$ cat config.mk
export PLATFORM = sky130hd
export DESIGN_NAME = vga_timing_gen
export DESIGN_NICKNAME = d
export VERILOG_FILES = /design/src/rtl/vga_timing_gen.sv
export SDC_FILE = /design/constraint.sdc
export NUM_CORES = 1
export LEC_CHECK = 0
export BUFFER_PORTS_ARGS = -buffer_cell sky130_fd_sc_hd__buf_2
export CORE_AREA = 2 2 80 120
export DETAILED_ROUTE_END_ITERATION = 8
export DIE_AREA = 0 0 82 122
export GPL_ROUTABILITY_DRIVEN = 0
export SLEW_MARGIN = 5
export SYNTH_ARGS = -nofsm -noshare
export SYNTH_HDL_FRONTEND = slang
export SYNTH_SLANG_ARGS = --single-unit
$ cat constraint.sdc
create_clock -name clk -period 2.06 [get_ports clk]
set_clock_uncertainty 0.15 [all_clocks]
set_input_delay 0.412 -clock clk [delete_from_list [all_inputs] [get_ports clk]]
set_output_delay 0.412 -clock clk [all_outputs]
set_load 0.01 [all_outputs]
$ cat src/rtl/vga_timing_gen.sv
// vga_timing_gen: parametrised VGA timing generator running on the system clock.
// An internal divider produces the pixel tick; raw h/v counters feed a PIPE_DLY-deep
// tick-shifted delay line, and a final register stage drives every output pin.
// Optional feature macro: VGA_FRAME_CNT_EN adds the 8-bit frame_cnt output.
module vga_timing_gen #(
  parameter int CLK_DIV  = 4,
  parameter int H_ACTIVE = 640,
  parameter int H_FP     = 16,
  parameter int H_SYNC   = 96,
  parameter int H_BP     = 48,
  parameter int V_ACTIVE = 480,
  parameter int V_FP     = 10,
  parameter int V_SYNC   = 2,
  parameter int V_BP     = 33,
  parameter bit SYNC_POL = 1'b0,
  parameter int PIPE_DLY = 1
) (
  input  logic       clk,
  input  logic       rst,
  output logic       pix_en,
  output logic [9:0] h_cnt,
  output logic [9:0] v_cnt,
  output logic       valid,
  output logic       hsync,
  output logic       vsync,
  output logic       line_start,
  output logic       frame_start
`ifdef VGA_FRAME_CNT_EN
  ,
  output logic [7:0] frame_cnt
`endif
);

  localparam int H_TOTAL = H_ACTIVE + H_FP + H_SYNC + H_BP;
  localparam int V_TOTAL = V_ACTIVE + V_FP + V_SYNC + V_BP;

  // Elaboration-time guards on the parameter ranges the counters can represent
  if (H_TOTAL > 1024) begin : g_h_total_err
    $error("vga_timing_gen: H_TOTAL must be <= 1024");
  end
  if (V_TOTAL > 1024) begin : g_v_total_err
    $error("vga_timing_gen: V_TOTAL must be <= 1024");
  end
  if (CLK_DIV < 1 || CLK_DIV > 16) begin : g_div_err
    $error("vga_timing_gen: CLK_DIV must be in 1..16");
  end
  if (PIPE_DLY < 0 || PIPE_DLY > 7) begin : g_dly_err
    $error("vga_timing_gen: PIPE_DLY must be in 0..7");
  end

  localparam logic [3:0]  DIV_MAX  = 4'(CLK_DIV - 1);
  localparam logic [9:0]  H_MAX    = 10'(H_TOTAL - 1);
  localparam logic [9:0]  V_MAX    = 10'(V_TOTAL - 1);
  localparam logic [10:0] H_ACT    = 11'(H_ACTIVE);
  localparam logic [10:0] V_ACT    = 11'(V_ACTIVE);
  localparam logic [10:0] HS_BEG   = 11'(H_ACTIVE + H_FP);
  localparam logic [10:0] HS_END   = 11'(H_ACTIVE + H_FP + H_SYNC);
  localparam logic [10:0] VS_BEG   = 11'(V_ACTIVE + V_FP);
  localparam logic [10:0] VS_END   = 11'(V_ACTIVE + V_FP + V_SYNC);

  // One delay-line entry: counters plus decoded flags; syncs are kept as "active" flags
  // so a cleared entry always means inactive sync regardless of SYNC_POL.
  typedef struct packed {
    logic [9:0] h;
    logic [9:0] v;
    logic       valid;
    logic       hs;
    logic       vs;
    logic       ls;
    logic       fs;
  } stage_t;

  logic [3:0] div;
  logic       tick;
  logic [9:0] h_raw;
  logic [9:0] v_raw;
  stage_t     raw_stage;
  stage_t     out_stage;

  assign tick = (div == DIV_MAX);

  // Pixel divider: counts 0..CLK_DIV-1 and produces tick on the last count
  always_ff @(posedge clk) begin
    if (rst) begin
      div <= '0;
    end else if (tick) begin
      div <= '0;
    end else begin
      div <= div + 4'd1;
    end
  end

  // Raw beam position: h advances per tick, v advances when h wraps
  always_ff @(posedge clk) begin
    if (rst) begin
      h_raw <= '0;
      v_raw <= '0;
    end else if (tick) begin
      if (h_raw == H_MAX) begin
        h_raw <= '0;
        if (v_raw == V_MAX) begin
          v_raw <= '0;
        end else begin
          v_raw <= v_raw + 10'd1;
        end
      end else begin
        h_raw <= h_raw + 10'd1;
      end
    end
  end

  // Decode the raw position into the timing flags
  always_comb begin
    raw_stage       = '0;
    raw_stage.h     = h_raw;
    raw_stage.v     = v_raw;
    raw_stage.valid = ({1'b0, h_raw} < H_ACT) && ({1'b0, v_raw} < V_ACT);
    raw_stage.hs    = ({1'b0, h_raw} >= HS_BEG) && ({1'b0, h_raw} < HS_END);
    raw_stage.vs    = ({1'b0, v_raw} >= VS_BEG) && ({1'b0, v_raw} < VS_END);
    raw_stage.ls    = (h_raw == 10'd0);
    raw_stage.fs    = (h_raw == 10'd0) && (v_raw == 10'd0);
  end

  if (PIPE_DLY == 0) begin : g_nodly
    assign out_stage = raw_stage;
  end else begin : g_dly
    stage_t pipe [PIPE_DLY];

    // Tick-driven shift register aligning timing with the downstream pixel pipeline
    always_ff @(posedge clk) begin
      if (rst) begin
        for (int i = 0; i < PIPE_DLY; i++) pipe[i] <= '0;
      end else if (tick) begin
        pipe[0] <= raw_stage;
        for (int i = 1; i < PIPE_DLY; i++) pipe[i] <= pipe[i-1];
      end
    end

    assign out_stage = pipe[PIPE_DLY-1];
  end

  // Output register: levels load on tick, strobes are single-cycle alongside pix_en
  always_ff @(posedge clk) begin
    if (rst) begin
      pix_en      <= 1'b0;
      h_cnt       <= '0;
      v_cnt       <= '0;
      valid       <= 1'b0;
      hsync       <= ~SYNC_POL;
      vsync       <= ~SYNC_POL;
      line_start  <= 1'b0;
      frame_start <= 1'b0;
    end else begin
      pix_en      <= tick;
      line_start  <= tick & out_stage.ls;
      frame_start <= tick & out_stage.fs;
      if (tick) begin
        h_cnt <= out_stage.h;
        v_cnt <= out_stage.v;
        valid <= out_stage.valid;
        hsync <= out_stage.hs ? SYNC_POL : ~SYNC_POL;
        vsync <= out_stage.vs ? SYNC_POL : ~SYNC_POL;
      end
    end
  end

`ifdef VGA_FRAME_CNT_EN
  // Frame counter steps together with frame_start and wraps naturally at 8 bits
  always_ff @(posedge clk) begin
    if (rst) begin
      frame_cnt <= '0;
    end else if (tick && out_stage.fs) begin
      frame_cnt <= frame_cnt + 8'd1;
    end
  end
`endif

endmodule
* Yosys cells after proc, flatten, opt, wreduce, memory -nomap -nowiden
Memory sizes are Yosys's and may differ from the RTL's. Cells that the tools add are included. Widths: inputs -> output; s select.
Storage, ports and cells: input bits 2, ROM bits 0, output and inout bits 26, bits in latches 0, word-level logic and storage cells 46, flip-flop bits (word level) 50, memories 1, bits in writable memories 25
Memory list:
- g_dly.pipe | words 1, width 25, rd ports 1, clocked after memory_dff 0, write ports 1, line 127 | stage_t pipe [PIPE_DLY];
Operators by class: reduce and logical (&&, ||, !) cells 9, divide/modulo/power cells 0, mux-type cells 11, $add $sub $neg 3, $lt $le $gt $ge 6, multiply operators 0, equal/unequal tests 3, bitwise operators 2, shift-type cells 0
Operators with widths (count):
- $mux 25 | 1
- $reduce_or 25->1 | 1
- $add 10x1->10 const B | 2
- $eq 10x10->1 const B | 2
- $logic_not 10->1 | 2
- $lt 10x10->1 const B | 2
- $lt 10x9->1 const B | 2
- $mux 10 | 2
- $ge 10x10->1 const B | 1
- $ge 10x9->1 const B | 1
- $mux 1 | 8
- $add 4x1->4 const B | 1
- $eq 4x2->1 const B | 1
- $logic_and 1x1->1 | 4
- $and 1x1->1 | 2
- $reduce_and 2->1 | 1
- $reduce_or 2->1 | 1

* Depth between registers and ports, before layout
depth after elaboration 6, depth in mapped cells 7, gate-level depth less buffers 6

* Worst setup path after synthesis
OpenSTA, ideal clock, no wires.
kind register to register, start register div[0], end memory g_dly.pipe[0][0] in the netlist's numbering (enable), setup slack -0.045 ns, period minus slack after synthesis 2.105 ns, data required time 1.528 ns, stages on the path, launching flop included 6, buffers on the path 1, setup time 0.382 ns, arrival 1.573 ns, cells stage by stage dfxtp_1 ha_1 nor3b_4 buf_2 nor2_1 inv_1
On the way: longest elaborated chain between the ends 6
Ends and longest elaborated chain:
- from (decl) | line 73 | logic [3:0] div;
- from (signal assigned) | line 89 | div <= div + 4'd1;
- $eq 4x2->1 * | line 80 | assign tick = (div == DIV_MAX);
- $mux 1 * | line 133 | end else if (tick) begin
- $mux 1 * | line 131 | if (rst) begin
- $mux 1 (implied by the code) * | line 134 | pipe[0] <= raw_stage;
- $reduce_or 25->1 (no source line)
- $mux 1 (no source line) *
- to (decl) | line 127
Mark *: on every way between the ends. The rest lies on a longest branch, timed or not.

* Worst setup path in the final report
start register div[0], end register v_raw[5]
On the way: longest elaborated chain between the ends 2
Ends and longest elaborated chain:
- $eq 4x2->1 | line 80
- $reduce_and 2->1 (no source line)
- to (signal assigned) | line 104 | v_raw <= v_raw + 10'd1;
- to (decl) | line 76 | logic [9:0] v_raw;
Every way passes these cells. A chain may end at the register's enable or synchronous reset.

==> impl_results.md <==
- Dominant synthesized flop cell: dfxtp_1
- Ant diodes: 0
- Core area: 9039 µm²
- Arrival @ worst endpoint: 2.05 ns
- Share of total power in the clock network: 43.8%
- Util after Layout: 40.86%
- Flop pwr share: 50.6%
- Leakage: 1.398 nW
- Period utilization: 94.36%
- Synth top cells by count: dfxtp_1, nand2_1, a21oi_1
- Worst vdd ir: 520.5 µV
- Part of the Yosys area used for sequential elements: 57.68%
- Synth cell types: 41
- Actual slew at the worst max-slew pin: 0.6090 ns
- Synth Net Count: 311
- CTS Buf Count: 9
- CP Launch Type: register
- Cell area after synthesis: 3037 µm²
- Vias: 2296
- FILL cells: 883
- Pint: 0.002501 W
- Area fraction of the dominant cell type after synthesis: 32.96%
- Final slew viol count: 0
- H-tree Lvls: 3
- Post-route ant nets: 0
- Placed Cells: 443
- IO Count: 28
- Clk buf depth: 2
- First-pass GRT wire length: 9894 µm
- Die area: 10000 µm²
- Post-CTS Hold Buffers: 0
- Final Hold Violating Endpoints: 0
- Final WS setup: 0.1161 ns
- Run status: complete, no violations
- Sw power: 0.0006864 W
- Critical path's largest stage delay: 0.35 ns
- Combinational group share of total power: 5.5%
- GRT Overall Usage: 13.27%
- Placement Rows: 43
- Synth top area cells: dfxtp_1, edfxtp_1, nand2_1
- Clk sinks: 75
- Area grow syn2layout: 21.63%
- Routed wire length: 6205 µm
- Fmax: 514.4 MHz
- R2R cell count: 7
- DRC Markers: 0
- Initial antenna violation count: 0
- Tmin final: 1.944 ns
- Max-cap viol count: 0
- CP cell instances: ha_2, nor3b_4, buf_4, nand4_4, buf_4, or3_1, a21oi_1
- Slew headroom: 58.83%
- Synthesized flop and latch total: 75
- DP Wirelength: 4187 µm
- Crit Path Category: register to register
- WP data required: 2.17 ns
- Most used cell, CP: buf_4
- Switching share of total power: 21.54%
- Vias in the first global route: 2062
- Die height: 122 µm
- Final setup viols: 0
- Synth warn: 0
- Hold Crit Class: register to register
- Post-place setup slack: 0.1114 ns
- Die W: 82 µm
- Final std cells w/o fill: 464
- Initial Util: 33.60%
- Clock Latency Late Sink: 0.32 ns
- CP max stage cell: dfxtp_1
- Root Buffer: clkbuf_16
- Post-synthesis async set-or-reset flop share: 0%
- Largest net degree at the start of global routing: 35
- Clk pin slew, worst setup/hold paths: 0.06 ns
- Area leader, netlist: dfxtp_1
- Mapped Cells: 304
- Initial detailed-routing violation count: 93
- Port Buffers: 27
- Vias per cell: 4.948
- PD cells: 862.9 nW/µm²
- DR WL/cell: 13.37 µm
- Count leader, synth: dfxtp_1
- DRT Pass-1 Iters: 4
- Global route overflow: 0
- Post-synth EDFFs: 25
- Nets@finish: 354
- CP Max Fanout: 7
- Syn avg cell area: 9.989 µm²
- CTS tree: done
- Hold Path Cell Cnt: 1
- Critical Path End Type: register
- Layout cells sized above 1: 20.17%
## critical path: cells and delay by family, from the launching register on
kind                     cells  cell delay [ns]
adder cells (fa/ha/maj)      1             0.21
AO/OA/AOI/OAI                1             0.13
buffers and inverters        2             0.34
AND/OR/NAND/NOR              3             0.69
flip-flops                   1             0.35
## cells in the final DEF (no fill, tap or decap), types with 2 or more instances in the layout
cell type,n
dfxtp_1,50
nand2_1,48
a21oi_1,30
buf_2,27
edfxtp_1,25
and2_1,20
buf_4,17
nor2_1,14
nand3_1,14
nor3_1,10
o21ai_0,10
clkbuf_16,9
inv_1,8
or3_1,8
xor2_1,6
or4_1,5
nand4_1,5
ha_1,4
clkbuf_1,4
and3_1,3
clkinvlp_4,2
nor2_2,2
or2_2,2
nand2b_1,2
xnor2_1,2
o31ai_1,2
a211o_1,2
buf_12,2
## metal layers
metal | up-vias | part of all wire (%) | track usage (%)
met4 | 0 | 1.9 | 7.604
met1 | 1104 | 42 | 15.05
met3 | 6 | 2.1 | 3.185
li1 | 1152 | - | -
met2 | 34 | 54 | 22.26
met5 | - | 0 | 0
## worst paths after layout
kind                                  startpoint         end  slack, ns
worst max-delay path                      div[0]    v_raw[5]       0.12
worst min-delay path            g_dly.pipe[0][1]  line_start       0.29
worst min register to register  g_dly.pipe[0][1]  line_start       0.29
worst max register to register            div[0]    v_raw[5]       0.12
## layout make-up
type | instances | area (µm²) | share of cell area (%)
Inverter | 9 | 37.54 | 1.016
Clock inverter | 2 | 12.51 | 0.3388
Multi-Input combinational cell | 206 | 1195 | 32.35
Timing Repair Buffer | 46 | 302.8 | 8.198
Clock buffer | 14 | 254.0 | 6.877
Sequential cell | 75 | 1752 | 47.43
Tap cell | 112 | 140.1 | 3.794
## power by group through the flow
stage / Sequential (W) / Combinational, W / Clock [W]
2_1_floorplan: 0.00165 / 0.000102 / 0
3_3_place_gp: 0.00164 / 0.000173 / 0
3_5_place_dp: 0.00164 / 0.000174 / 0
4_1_cts: 0.00161 / 0.000175 / 0.00143
5_1_grt: 0.00162 / 0.000198 / 0.00151
6_report: 0.00161 / 0.000177 / 0.00140
## state kept, by name, summed over array words and instances, names as in the netlist
name and cells:
div 4, frame_start 1, g_dly.pipe 25, h_cnt 10
h_raw 10, hsync 1, line_start 1, pix_en 1
v_cnt 10, v_raw 10, valid 1, vsync 1
## kinds of logic after synthesis
| family | after synthesis | share of synthesized area (%) |
|---|---|---|
| AND/OR/NAND/NOR | 144 | 25.59 |
| flip-flops | 75 | 57.68 |
| AO/OA/AOI/OAI | 48 | 8.859 |
| buffers and inverters | 24 | 3.502 |
| XOR/XNOR | 8 | 2.307 |
| adder cells (fa/ha/maj) | 5 | 2.060 |
## through the flow
step | power, W | hold slack [ns] | area [µm²] | setup TNS, ns
floorplan | 0.001750 | 0.2676 | 3040 | 0
global placement | 0.001816 | 0.2767 | 3381 | 0
detailed placement | 0.001819 | 0.2858 | 3381 | 0
CTS | 0.003223 | 0.2985 | 3647 | 0
global route | 0.003328 | 0.3126 | 3694 | -0.03135
finish | 0.003187 | 0.2927 | 3694 | 0
## what timing repair did
| action | CTS | global route |
|---|---|---|
| gates resized for setup | 0 | 2 |
| setup buffers | 0 | 4 |
| setup endpoints to repair | 0 | 2 |
Power figures use the tool's default switching activity.
